**src/rtl/bus_serial_port.sv**
```systemverilog
// Memory-mapped 8N1 UART responder for the CPU6 bus: STATUS at BASE_ADDR, DATA at BASE_ADDR+1.
// Define BUS_SERIAL_RX_FIFO_EN to replace the RX holding register with a 4-entry FIFO.
module bus_serial_port #(
  parameter logic [15:0] BASE_ADDR    = 16'hF200,
  parameter logic [15:0] CLKS_PER_BIT = 16'd104
) (
  input  logic        clock,
  input  logic        reset,
  input  logic [15:0] addressBus,
  input  logic        writeEnBus,
  input  logic        readEnBus,
  input  logic [7:0]  dataOutBus,
  output logic [7:0]  dataInBus,
  output logic        txd,
  input  logic        rxd,
  output logic        irq
);

  localparam logic [15:0] DATA_ADDR = BASE_ADDR + 16'd1;
  localparam logic [15:0] BAUD_LAST = CLKS_PER_BIT - 16'd1;
  localparam logic [15:0] BAUD_HALF = (CLKS_PER_BIT >> 1) - 16'd1;

  typedef enum logic [1:0] {TX_IDLE, TX_START, TX_DATA, TX_STOP} tx_state_t;
  typedef enum logic [1:0] {RX_IDLE, RX_START, RX_DATA, RX_STOP} rx_state_t;

  logic sel_status, sel_data, status_rd, data_rd, data_wr;

  assign sel_status = (addressBus == BASE_ADDR);
  assign sel_data   = (addressBus == DATA_ADDR);
  assign status_rd  = readEnBus & sel_status;
  assign data_rd    = readEnBus & sel_data;
  assign data_wr    = writeEnBus & sel_data;

  // ---------------- transmitter ----------------
  tx_state_t   tx_state, tx_state_n;
  logic [15:0] tx_baud;
  logic [3:0]  tx_bit;
  logic [7:0]  tx_shift, tx_hold;
  logic        tx_full, tx_load, tx_bit_end;

  always_comb begin
    tx_bit_end = (tx_baud == BAUD_LAST);
    tx_load    = 1'b0;
    tx_state_n = tx_state;
    case (tx_state)
      TX_IDLE:  if (tx_full) begin tx_load = 1'b1; tx_state_n = TX_START; end
      TX_START: if (tx_bit_end) tx_state_n = TX_DATA;
      TX_DATA:  if (tx_bit_end && tx_bit == 4'd7) tx_state_n = TX_STOP;
      TX_STOP:
        // Chain straight into the next start bit so back-to-back frames have no idle gap.
        if (tx_bit_end) begin
          if (tx_full) begin tx_load = 1'b1; tx_state_n = TX_START; end
          else tx_state_n = TX_IDLE;
        end
      default:  tx_state_n = TX_IDLE;
    endcase
  end

  always_ff @(posedge clock or posedge reset) begin
    if (reset) tx_state <= TX_IDLE;
    else       tx_state <= tx_state_n;
  end

  always_ff @(posedge clock or posedge reset) begin
    if (reset) begin
      txd      <= 1'b1;
      tx_baud  <= '0;
      tx_bit   <= '0;
      tx_shift <= '0;
      tx_hold  <= '0;
      tx_full  <= 1'b0;
    end else begin
      if (data_wr && !tx_full) begin
        tx_hold <= dataOutBus;
        tx_full <= 1'b1;
      end else if (tx_load) begin
        tx_full <= 1'b0;
      end
      if (tx_load) begin
        tx_shift <= tx_hold;
        tx_baud  <= '0;
        tx_bit   <= '0;
        txd      <= 1'b0;
      end else if (tx_state != TX_IDLE) begin
        if (tx_bit_end) begin
          tx_baud <= '0;
          case (tx_state)
            TX_START: txd <= tx_shift[0];
            TX_DATA: begin
              txd      <= (tx_bit == 4'd7) ? 1'b1 : tx_shift[1];
              tx_shift <= tx_shift >> 1;
              tx_bit   <= tx_bit + 4'd1;
            end
            default:  txd <= 1'b1;
          endcase
        end else begin
          tx_baud <= tx_baud + 16'd1;
        end
      end
    end
  end

  // ---------------- receiver ----------------
  rx_state_t   rx_state, rx_state_n;
  logic        rx_sync1, rx_sync2, rx_prev;
  logic [15:0] rx_baud;
  logic [3:0]  rx_bit;
  logic [7:0]  rx_shift;
  logic        rx_fall, rx_sample, rx_done, rx_push, ferr_evt, ovr_evt;
  logic        frame_err, overrun, rx_ready, rx_full;
  logic [7:0]  rx_head;

  always_comb begin
    rx_fall    = rx_prev & ~rx_sync2;
    rx_sample  = (rx_state == RX_START) ? (rx_baud == BAUD_HALF) : (rx_baud == BAUD_LAST);
    rx_done    = 1'b0;
    rx_state_n = rx_state;
    case (rx_state)
      RX_IDLE:  if (rx_fall) rx_state_n = RX_START;
      RX_START: if (rx_sample) rx_state_n = rx_sync2 ? RX_IDLE : RX_DATA;
      RX_DATA:  if (rx_sample && rx_bit == 4'd7) rx_state_n = RX_STOP;
      RX_STOP:  if (rx_sample) begin rx_state_n = RX_IDLE; rx_done = 1'b1; end
      default:  rx_state_n = RX_IDLE;
    endcase
  end

  assign rx_push  = rx_done & rx_sync2;
  assign ferr_evt = rx_done & ~rx_sync2;

  always_ff @(posedge clock or posedge reset) begin
    if (reset) rx_state <= RX_IDLE;
    else       rx_state <= rx_state_n;
  end

  always_ff @(posedge clock or posedge reset) begin
    if (reset) begin
      rx_sync1 <= 1'b1;
      rx_sync2 <= 1'b1;
      rx_prev  <= 1'b1;
      rx_baud  <= '0;
      rx_bit   <= '0;
      rx_shift <= '0;
    end else begin
      rx_sync1 <= rxd;
      rx_sync2 <= rx_sync1;
      rx_prev  <= rx_sync2;
      if (rx_state == RX_IDLE) begin
        rx_baud <= '0;
        rx_bit  <= '0;
      end else if (rx_sample) begin
        rx_baud <= '0;
        if (rx_state == RX_DATA) begin
          rx_shift <= {rx_sync2, rx_shift[7:1]};
          rx_bit   <= rx_bit + 4'd1;
        end
      end else begin
        rx_baud <= rx_baud + 16'd1;
      end
    end
  end

`ifdef BUS_SERIAL_RX_FIFO_EN
  logic [7:0] rx_fifo [4];
  logic [1:0] rx_wptr, rx_rptr;
  logic [2:0] rx_count;
  logic       rx_pop, rx_wr;

  always_comb begin
    rx_full  = (rx_count == 3'd4);
    rx_ready = (rx_count != 3'd0);
    rx_head  = rx_fifo[rx_rptr];
    rx_pop   = data_rd & rx_ready;
    rx_wr    = rx_push & (~rx_full | rx_pop);
    ovr_evt  = rx_push & rx_full & ~rx_pop;
  end

  always_ff @(posedge clock or posedge reset) begin
    if (reset) begin
      for (int unsigned i = 0; i < 4; i++) rx_fifo[i] <= '0;
      rx_wptr  <= '0;
      rx_rptr  <= '0;
      rx_count <= '0;
    end else begin
      if (rx_wr) begin
        rx_fifo[rx_wptr] <= rx_shift;
        rx_wptr          <= rx_wptr + 2'd1;
      end
      if (rx_pop) rx_rptr <= rx_rptr + 2'd1;
      rx_count <= rx_count + {2'b00, rx_wr} - {2'b00, rx_pop};
    end
  end
`else
  logic [7:0] rx_hold;

  assign rx_full = 1'b0;
  assign rx_head = rx_hold;
  // A DATA read coinciding with a good stop bit swaps in the new byte instead of overrunning.
  assign ovr_evt = rx_push & rx_ready & ~data_rd;

  always_ff @(posedge clock or posedge reset) begin
    if (reset) begin
      rx_hold  <= '0;
      rx_ready <= 1'b0;
    end else if (rx_push && (!rx_ready || data_rd)) begin
      rx_hold  <= rx_shift;
      rx_ready <= 1'b1;
    end else if (data_rd) begin
      rx_ready <= 1'b0;
    end
  end
`endif

  always_ff @(posedge clock or posedge reset) begin
    if (reset) begin
      frame_err <= 1'b0;
      overrun   <= 1'b0;
    end else begin
      if (ferr_evt)       frame_err <= 1'b1;
      else if (status_rd) frame_err <= 1'b0;
      if (ovr_evt)        overrun <= 1'b1;
      else if (status_rd) overrun <= 1'b0;
    end
  end

  assign irq = rx_ready;

  always_comb begin
    dataInBus = '0;
    if (sel_status)
      dataInBus = {rx_full, 3'b000, frame_err, overrun, ~tx_full, rx_ready};
    else if (sel_data && rx_ready)
      dataInBus = rx_head;
  end

endmodule

```
**config.mk**
```make
export PLATFORM = sky130hd
export DESIGN_NAME = bus_serial_port
export DESIGN_NICKNAME = d
export VERILOG_FILES = /design/src/rtl/bus_serial_port.sv
export SDC_FILE = /design/constraint.sdc
export NUM_CORES = 1
export LEC_CHECK = 0
export ABC_AREA = 1
export CAP_MARGIN = 30
export CORE_MARGIN = 2
export CORE_UTILIZATION = 40
export DETAILED_ROUTE_END_ITERATION = 12
export SYNTH_ARGS = -nofsm -noshare
export SYNTH_HDL_FRONTEND = slang
export SYNTH_SLANG_ARGS = --single-unit
```
**constraint.sdc**
```tcl
create_clock -name clock -period 6.9 [get_ports clock]
set_clock_uncertainty 0.2 [all_clocks]
set_input_delay 1.035 -clock clock [delete_from_list [all_inputs] [get_ports clock]]
set_output_delay 1.035 -clock clock [all_outputs]
set_load 0.03 [all_outputs]
```
# --- Yosys cells after proc, flatten, opt, wreduce, memory -nomap -nowiden ---
# Index checks and enable logic that the tools add are counted.
# Widths: inputs -> output; s select.
classes:
  add_sub_neg: 4
  n_eq_ne: 21
  muxes: 48
  n_bitwise: 12
  reduce_logical: 26
op_table:
  columns: ["op", "n"]
  rows:
  - ["$mux 16", 5]
  - ["$mux 8", 6]
  - ["$add 16x1->16 const B", 2]
  - ["$eq 16x16->1 const B", 2]
  - ["$eq 16x7->1 const B", 2]
  - ["$mux 4", 7]
  - ["$reduce_bool 2->1", 10]
  - ["$mux 2", 9]
  - ["$mux 1", 17]
  - ["$eq 16x6->1 const B", 1]
  - ["$ne 2x2->1 const B", 8]
  - ["$pmux 2 s4", 2]
  - ["$add 4x1->4 const B", 2]
  - ["$and 1x1->1", 8]
  - ["$eq 2x2->1 const B", 4]
  - ["$eq 4x3->1 const B", 2]
  - ["$reduce_and 4->1", 2]
  - ["$reduce_and 3->1", 2]
  - ["$logic_and 1x1->1", 5]
  - ["$eq 2x1->1 const B", 2]
  - ["$logic_not 2->1", 2]
  - ["$not 1->1", 4]
  - ["$pmux 1 s2", 2]
  - ["$reduce_and 2->1", 2]
  - ["other kinds (2)", 3]
word_totals:
  ff_bits: 84
  in_bits: 29
  out_inout_bits: 10
  word_cells: 129

# --- Longest topological paths before layout ---
# Gate-level depths: netlist (run 1).
depth:
  depth_word: 8
  mapped_depth: 13
  depth_no_buf: 12

# --- Worst setup path after synthesis (run 1) ---
# OpenSTA, ideal clock, no wires.
synth_timing:
  path_kind: "input-to-output"
  from: "input port addressBus[7]"
  to: "output port dataInBus[1]"
  arrival_time_ps: 2397
  t_required_ps: 5665
  path_slack_ps: 3268
  cell_stages: 5
  n_path_buf: 0
  cell_sequence: "nor2_1 -> nand2_1 -> nor4_1 -> nand3_1 -> o21ai_0"
synth_between:
  elab_chain_len: 4
  elab_cells_between_ends: 5
  cone_classes: "eq/ne (2); mux (2); reduce/logical (1)"
synth_rtl:
  columns: ["element", "line", "text"]
  rows:
  - ["start, declared", "9", "input logic [15:0] addressBus,"]
  - ["$eq 16x16->1", "29", "assign sel_data = (addressBus == DATA_ADDR);"]
  - ["$logic_and 1x1->1", "231", "else if (sel_data && rx_ready)"]
  - ["$mux 8", "231", null]
  - ["$mux 8 (*)", "229", "if (sel_status)"]
  - ["end, declared", "13", "output logic [7:0] dataInBus,"]
# Every way passes the cells marked *; elsewhere a longest branch is shown, timed or not.

# --- Final worst setup path (run 1) ---
layout_timing:
  from: "input port addressBus[14]"
  to: "output port dataInBus[0]"
# Same word-level chain as after synthesis.

==> results by group, run 1 <==
Setup path
  – Reg2Reg Capture Point: tx_baud[1]
  – Crit end category: output port
  – Path depth of the worst reg2reg path: 8
  – Arr. time, crit path: ~3.3 ns
  – Setup CP Type: in -> out
  – CP max FO: 10
  – WP data required: around 5.7 ns
  – Flop-to-flop setup slack: between 4 and 5 ns
  – Reg-to-Reg Start: tx_state[0]
  – Crit start category: input port

Logic synthesis
  – Area share of the largest cell type after synthesis: 0.440
  – Synth Instances: 602
  – Top cells by area, synth: dfrtp_1, nand2_1, nand3_1
  – Ys Warns: 0
  – Mapped Area: 4550 um2
  – List of most frequent post-synthesis cells: nand2_1, dfrtp_1, inv_1
  – Distinct cells, synth: 38
  – Top_reg_cell synth: dfrtp_1
  – Number of flops mapped to enable cells by yosys: 0
  – Syn avg cell area: ~7.6 um2
  – Sequential cell area fraction in the yosys report: 0.463
  – Ys async rst share: 1.00
  – Dominant cell type by area after synthesis: dfrtp_1
  – Seq cells post-synth: 84
  – Post-synthesis net count: 640
  – Most common cell in the synthesized netlist: nand2_1

Outcome
  – Run status: finished, final reports clean

Place
  – DP Cell Count: slightly below 800
  – GP Congestion: 0.878
  – Dpl hpwl: between 7000 and 8000 um
  – # port buffers: 38

Final layout
  – Layout area overhead: 19.5%
  – Share of layout cells above drive strength 1: 0.0726
  – Finished Layout Cells: 787
  – N_diodes: 0
  – Final Net Count: 681

Clock tree
  – Hold_buf cts: 0
  – Clock Latency Late Sink: between 0.3 and 0.4 ns
  – Clock-pin slew on the worst setup and hold paths: around 0.06 ns
  – # Post-CTS Setup Buffers: 0
  – Clk sinks: 84
  – Clock Tree Buf Depth: 2
  – TritonCTS buffer count: 9
  – CTS resizes: 0
  – CTS root buffer: clkbuf_16
  – CTS tree: done
  – H-tree lvl count: 3

Min path
  – Hold Path Depth: 0
  – WHS Endpoint: rx_sync2
  – Hold Path Class: reg -> reg
  – Hold wc startpoint: rx_sync1

GRT
  – Total track usage: 0.170
  – First-pass GRT wire length: roughly 17000 um
  – Vias in the first global route: just under 4000
  – Gr ovfl total: 0
  – Number of antenna violations at the first check in global routing: 0
  – Pin count of the biggest net entering global routing: 61

Die
  – Placeable Area: between 10000 and 15000 um2
  – Die width: around 110 um
  – Starting Density: 0.415
  – Site Rows: 38
  – Die footprint: about 12000 um2
  – Chip height: between 100 and 150 um
  – Ports: 39

Timing
  – Min Tclk post-route: roughly 4.5 ns
  – Endpoints failing setup: 0
  – RSZ-0062 raised after global routing: false
  – Slew margin rel.: 0.413
  – Fin Setup TNS: 0 ns
  – Final Hold Viols: 0
  – Final Max Slew Viols: 0
  – Worst Tran Pin Value: roughly 0.9 ns
  – Fmax: roughly 0.22 GHz
  – Final period util: 0.657

Route
  – Detailed Route Iter0 Violations: ~260
  – Vias per inst: roughly 5
  – Wirelength per Cell: approximately 12 um
  – Post-route ant nets: 0
  – Total number of vias: just under 4000
  – Drt drc: 0
  – Drt pass-1 iters: 8
  – WL final: 9820 um

Power and ir drop
  – Peak supply drop: 0.155 mV
  – PwrDens: between 200 and 250 nW/um2
  – Leakage power: 0.00267 uW

Job
  – Max-Cap Viols: 0
==> kinds of logic (layout without fill, tap and decap cells) <==
kind of cell,Yosys count,after routing,synth area share
AOI/OAI and AO/OA,57,57,0.0692
buffers and inverters,81,126,0.0709
xor gates and xnor gates,16,16,0.0308
adders and majority gates,9,9,0.0247
DFF,84,84,0.463
and+or+nand+nor,355,355,0.342
==> state kept, by name, indices dropped and copies added, names as in the netlist, 2 cells and up, named ones only <==
register  flops
rx_head       8
rx_baud      16
tx_hold       8
tx_shift      8
tx_bit        4
rx_bit        4
rx_shift      8
tx_baud      16
tx_state      2
==> metrics by stage <==
stage	hold slack, ns	util	instance area (um2)	setup slack [ns]	total power (uW)
2_1_floorplan	0.145	-	4550	3.27	593
3_3_place_gp	0.148	0.461	5060	2.37	624
4_1_cts	0.161	0.496	5440	2.37	1210
6_report	0.161	0.496	5440	2.37	1190
3_5_place_dp	0.152	0.463	5090	2.37	627
5_1_grt	0.163	0.496	5440	2.18	1240
==> how the worst max path moves through the flow <==
| stage | slack (ns) | from | depth (start not counted) | end |
|---|---|---|---|---|
| floorplan | 3.27 | addressBus[7] | 5 | dataInBus[1] |
| global placement | 2.37 | addressBus[14] | 6 | dataInBus[1] |
| detailed placement | 2.37 | addressBus[14] | 8 | dataInBus[0] |
| CTS | 2.37 | addressBus[14] | 8 | dataInBus[0] |
| global route | 2.18 | addressBus[15] | 8 | dataInBus[1] |
| finish | 2.37 | addressBus[14] | 8 | dataInBus[0] |
==> area by class of cell <==
cell class | count | area [um2]
Tap cell | 140 | 175
Sequential cell | 84 | 2110
Timing Repair Buffer | 40 | 415
Clock buffer | 10 | 229
Clock inverter | 5 | 125
Multi-Input combinational cell | 437 | 2120
Inverter | 71 | 268
Fill cell | 1056 | 5540
==> routing by layer <==
layer / global-route usage / wire (um) / vias to the layer above
li1: - / - / 2011
met1: 0.214 / 4440 / 1845
met2: 0.291 / 4830 / 71
met3: 0.0388 / 356 / 20
met4: 0.0525 / 190 / 0
met5: 0 / 0 / -
==> worst max-delay path, stage by stage <==
cell and delay (ns):
clkdlybuf4s50_1 0.48, nand3_1 0.10, nor4_2 0.32, nand2_1 0.27, inv_1 0.17, nand2_1 0.06, o21ai_0 0.12, clkdlybuf4s50_1 0.74
==> placed cells by master (no fill, tap or decap), types with 2 or more instances in the layout <==
cell / instances
a21oi_1: 7
nand2_1: 193
nor2_2: 3
xor2_1: 13
nor4_1: 4
ha_1: 9
nand2_2: 7
nor3_2: 2
nor3b_1: 3
bufinv_16: 4
dfrtp_1: 80
nor2_4: 2
nand2_4: 2
nor3_1: 12
dfstp_2: 4
inv_2: 5
nand4_1: 14
o31ai_1: 2
clkbuf_16: 9
o21ai_1: 5
o21ai_0: 35
inv_1: 64
clkinv_2: 2
clkdlybuf4s50_1: 38
nor2_1: 57
a31oi_1: 2
nand3_1: 53
xnor2_1: 3
==> where the power goes <==
group	internal (uW)	switching, uW	total (uW)
logic	39.6	54.1	93.7
clock network	388	187	575
registers	508	15.2	523
Power figures use the tool's default switching activity.
==> run 2, diff against run 1 <==
Clock period 6.9 ns to 4.06 ns, I/O delays scaled along.
==> run 2 against run 1 <==
Net effect: register-to-register slack worse by 2.8 ns; hold slack got worse by 0.0047 ns; sequential cell count unchanged; combinational power up 71%; power is 62% higher; non-clock buffer count is 1 higher; global-route usage shrank 0.18 points; first-iteration DRC count down 6.8%; cell area decreased by 0.76%; count of clock-buffer cells in the layout grew 1; critical endpoint unchanged; cell count rose by 0.13%.
==> results by group, run 2 (same netlist as run 1, synthesis figures left out) <==
Place
  – GP Congestion: 0.851 (-3.1%)
  – Worst slack, placed: 0.404 ns (-1.97 ns)
  – Dpl hpwl: 7330 um (+1.4%)
  – # port buffers: 38 (unchanged)

Clock tree
  – CTS tree: done
  – # Post-CTS Setup Buffers: 0 (unchanged)
  – Clock Latency Late Sink: 0.33 ns (about the same)
  – Clk sinks: 84 (unchanged)
  – TritonCTS buffer count: 9 (unchanged)
  – Clock Tree Buf Depth: 2 (unchanged)
  – Hold_buf cts: 0 (unchanged)
  – H-tree lvl count: 3 (unchanged)
  – CTS resizes: 0 (unchanged)
  – Clock-pin slew on the worst setup and hold paths: 0.06 ns (about the same)
  – CTS root buffer: clkbuf_16

Route
  – Drt drc: 0 (unchanged)
  – Post-route ant nets: 0 (unchanged)
  – Wirelength per Cell: 12.5 um (+0.32%)
  – WL final: 9860 um (+0.45%)
  – Drt pass-1 iters: 6 (-2)
  – Total number of vias: 3946 (-0.025%)
  – Detailed Route Iter0 Violations: 246 (-6.8%)
  – Vias per inst: 5.01 (-0.15%)

Setup path
  – CP max FO: 8 (-2)
  – Worst setup startpoint: addressBus[15]
  – Crit end category: output port
  – Crit start category: input port
  – Setup CP Type: in -> out
  – Path depth of the worst reg2reg path: 8 (unchanged)
  – WP data required: 3.25 ns (-2.41 ns)
  – Reg-to-Reg Start: tx_state[0]
  – Arr. time, crit path: 2.85 ns (-0.45 ns)

Timing
  – Worst Slack Setup Final: 0.403 ns (-1.97 ns)
  – Endpoints failing setup: 0 (unchanged)
  – Worst Tran Pin Value: 0.851 ns (-0.0233 ns)
  – Min Tclk post-route: approximately 3.7 ns
  – Final period util: 0.901
  – Final Max Slew Viols: 0 (unchanged)
  – Fin Setup TNS: 0 ns (unchanged)
  – Fmax: around 0.27 GHz
  – Final Hold Viols: 0 (unchanged)
  – Slew margin rel.: 0.429 (+0.0156)
  – RSZ-0062 raised after global routing: false

Min path
  – Hold wc startpoint: rx_sync1
  – Hold Path Depth: 0 (unchanged)
  – Hold Path Class: reg -> reg

Final layout
  – Final Net Count: 682 (+0.15%)
  – N_diodes: 0 (unchanged)
  – Commonest non-fill, non-tap cell in the layout: nand2_1
  – Layout area overhead: 18.6%
  – Post-layout util: 0.492 (-0.00376)
  – Share of layout cells above drive strength 1: 0.0756 (+0.00297)
  – Biggest regs: rx_baud x16, tx_baud x16
  – # fillers: 1055 (-0.095%)
  – Register area: 2110 um2 (unchanged)
  – Commonest non-fill, non-tap cells in the layout: nand2_1, dfrtp_1, inv_1
  – Multi-input logic area: 2120 um2 (unchanged)

GRT
  – Number of antenna violations at the first check in global routing: 0 (unchanged)
  – First-pass GRT wire length: 17200 um (-1.6%)
  – Total track usage: 0.168 (-0.00179)
  – Gr ovfl total: 0 (unchanged)
  – Pin count of the biggest net entering global routing: 38 (-38%)
  – Vias in the first global route: 3851 (-2.6%)

Outcome
  – Run status: finished, final reports clean

Die
  – Starting Density: 0.415 (unchanged)
  – Chip height: 111 um (unchanged)
  – Die width: 111 um (unchanged)
  – Placeable Area: 11000 um2 (unchanged)
  – Ports: 39 (unchanged)
  – Site Rows: 38 (unchanged)
  – Die footprint: 12300 um2 (unchanged)

Power and ir drop
  – Peak supply drop: 0.288 mV (+86%)
  – Leakage power: 0.00266 uW (-0.70%)
  – PwrDens: 358 nW/um2 (+63%)

Job
  – Max-Cap Viols: 0 (unchanged)
run 2: cell count changes in the layout (fill, tap and decap cells not counted):
cell        delta
clkinvlp_4     +1
clkbuf_8       +2
clkbuf_1       -1
bufinv_16      -2
buf_16         -1
buf_4          +2
run 2: final timing paths:
| kind | end | slack (ns) |
|---|---|---|
| setup reg to reg | tx_baud[1] | 1.74 |
| hold reg to reg | rx_sync2 | 0.16 |
| max in group asynchronous | rx_prev | 2.36 |
| setup / recovery | dataInBus[0] | 0.40 |
| hold / removal | rx_sync2 | 0.16 |
| min in group asynchronous | rx_bit[0] | 0.47 |
run 2: cell type report:
cell class                 count  area share
clock buffer                  11      0.0468
clock inverter                 4      0.0134
inverter                      71      0.0496
multi-input combinational    437       0.393
sequential                    84       0.390
tap                          140      0.0324
timing repair buffer          41      0.0746
run 2: metal layers:
metal  GRT usage  vias up  part of all wire
met4      0.0525        0             0.014
li1            -     2010                 -
met3      0.0372       14             0.028
met5           0        -                 0
met1       0.215     1864              0.48
met2       0.284       58              0.48
run 2: worst max-delay path, stage by stage:
cell and delay [ns]:
clkdlybuf4s50_1 0.48, nand3_1 0.09, nor4_2 0.35, nand3_1 0.34, o21ai_0 0.28, clkdlybuf4s50_1 0.71
run 2: through the flow:
step	hold WS (ns)	std cells	total power (uW)	cell area [um2]
2_1_floorplan	0.145	602	1010	4550
3_3_place_gp	0.148	773	1060	5080
3_5_place_dp	0.147	773	1070	5080
4_1_cts	0.156	788	1960	5400
5_1_grt	0.164	788	2020	5400
6_report	0.156	788	1930	5400
run 2: where the power goes:
| group | total, uW | internal (uW) | switching [uW] |
|---|---|---|---|
| sequential | 890 | 863 | 27.4 |
| clock | 882 | 567 | 315 |
| combinational | 160 | 65.6 | 94.1 |
==> run 3, diff against run 2 <==
Settings changed: SLEW_MARGIN set to 20.
==> results of run 3 <==
No change in the layout: final DEF, timing and power equal those of run 2.
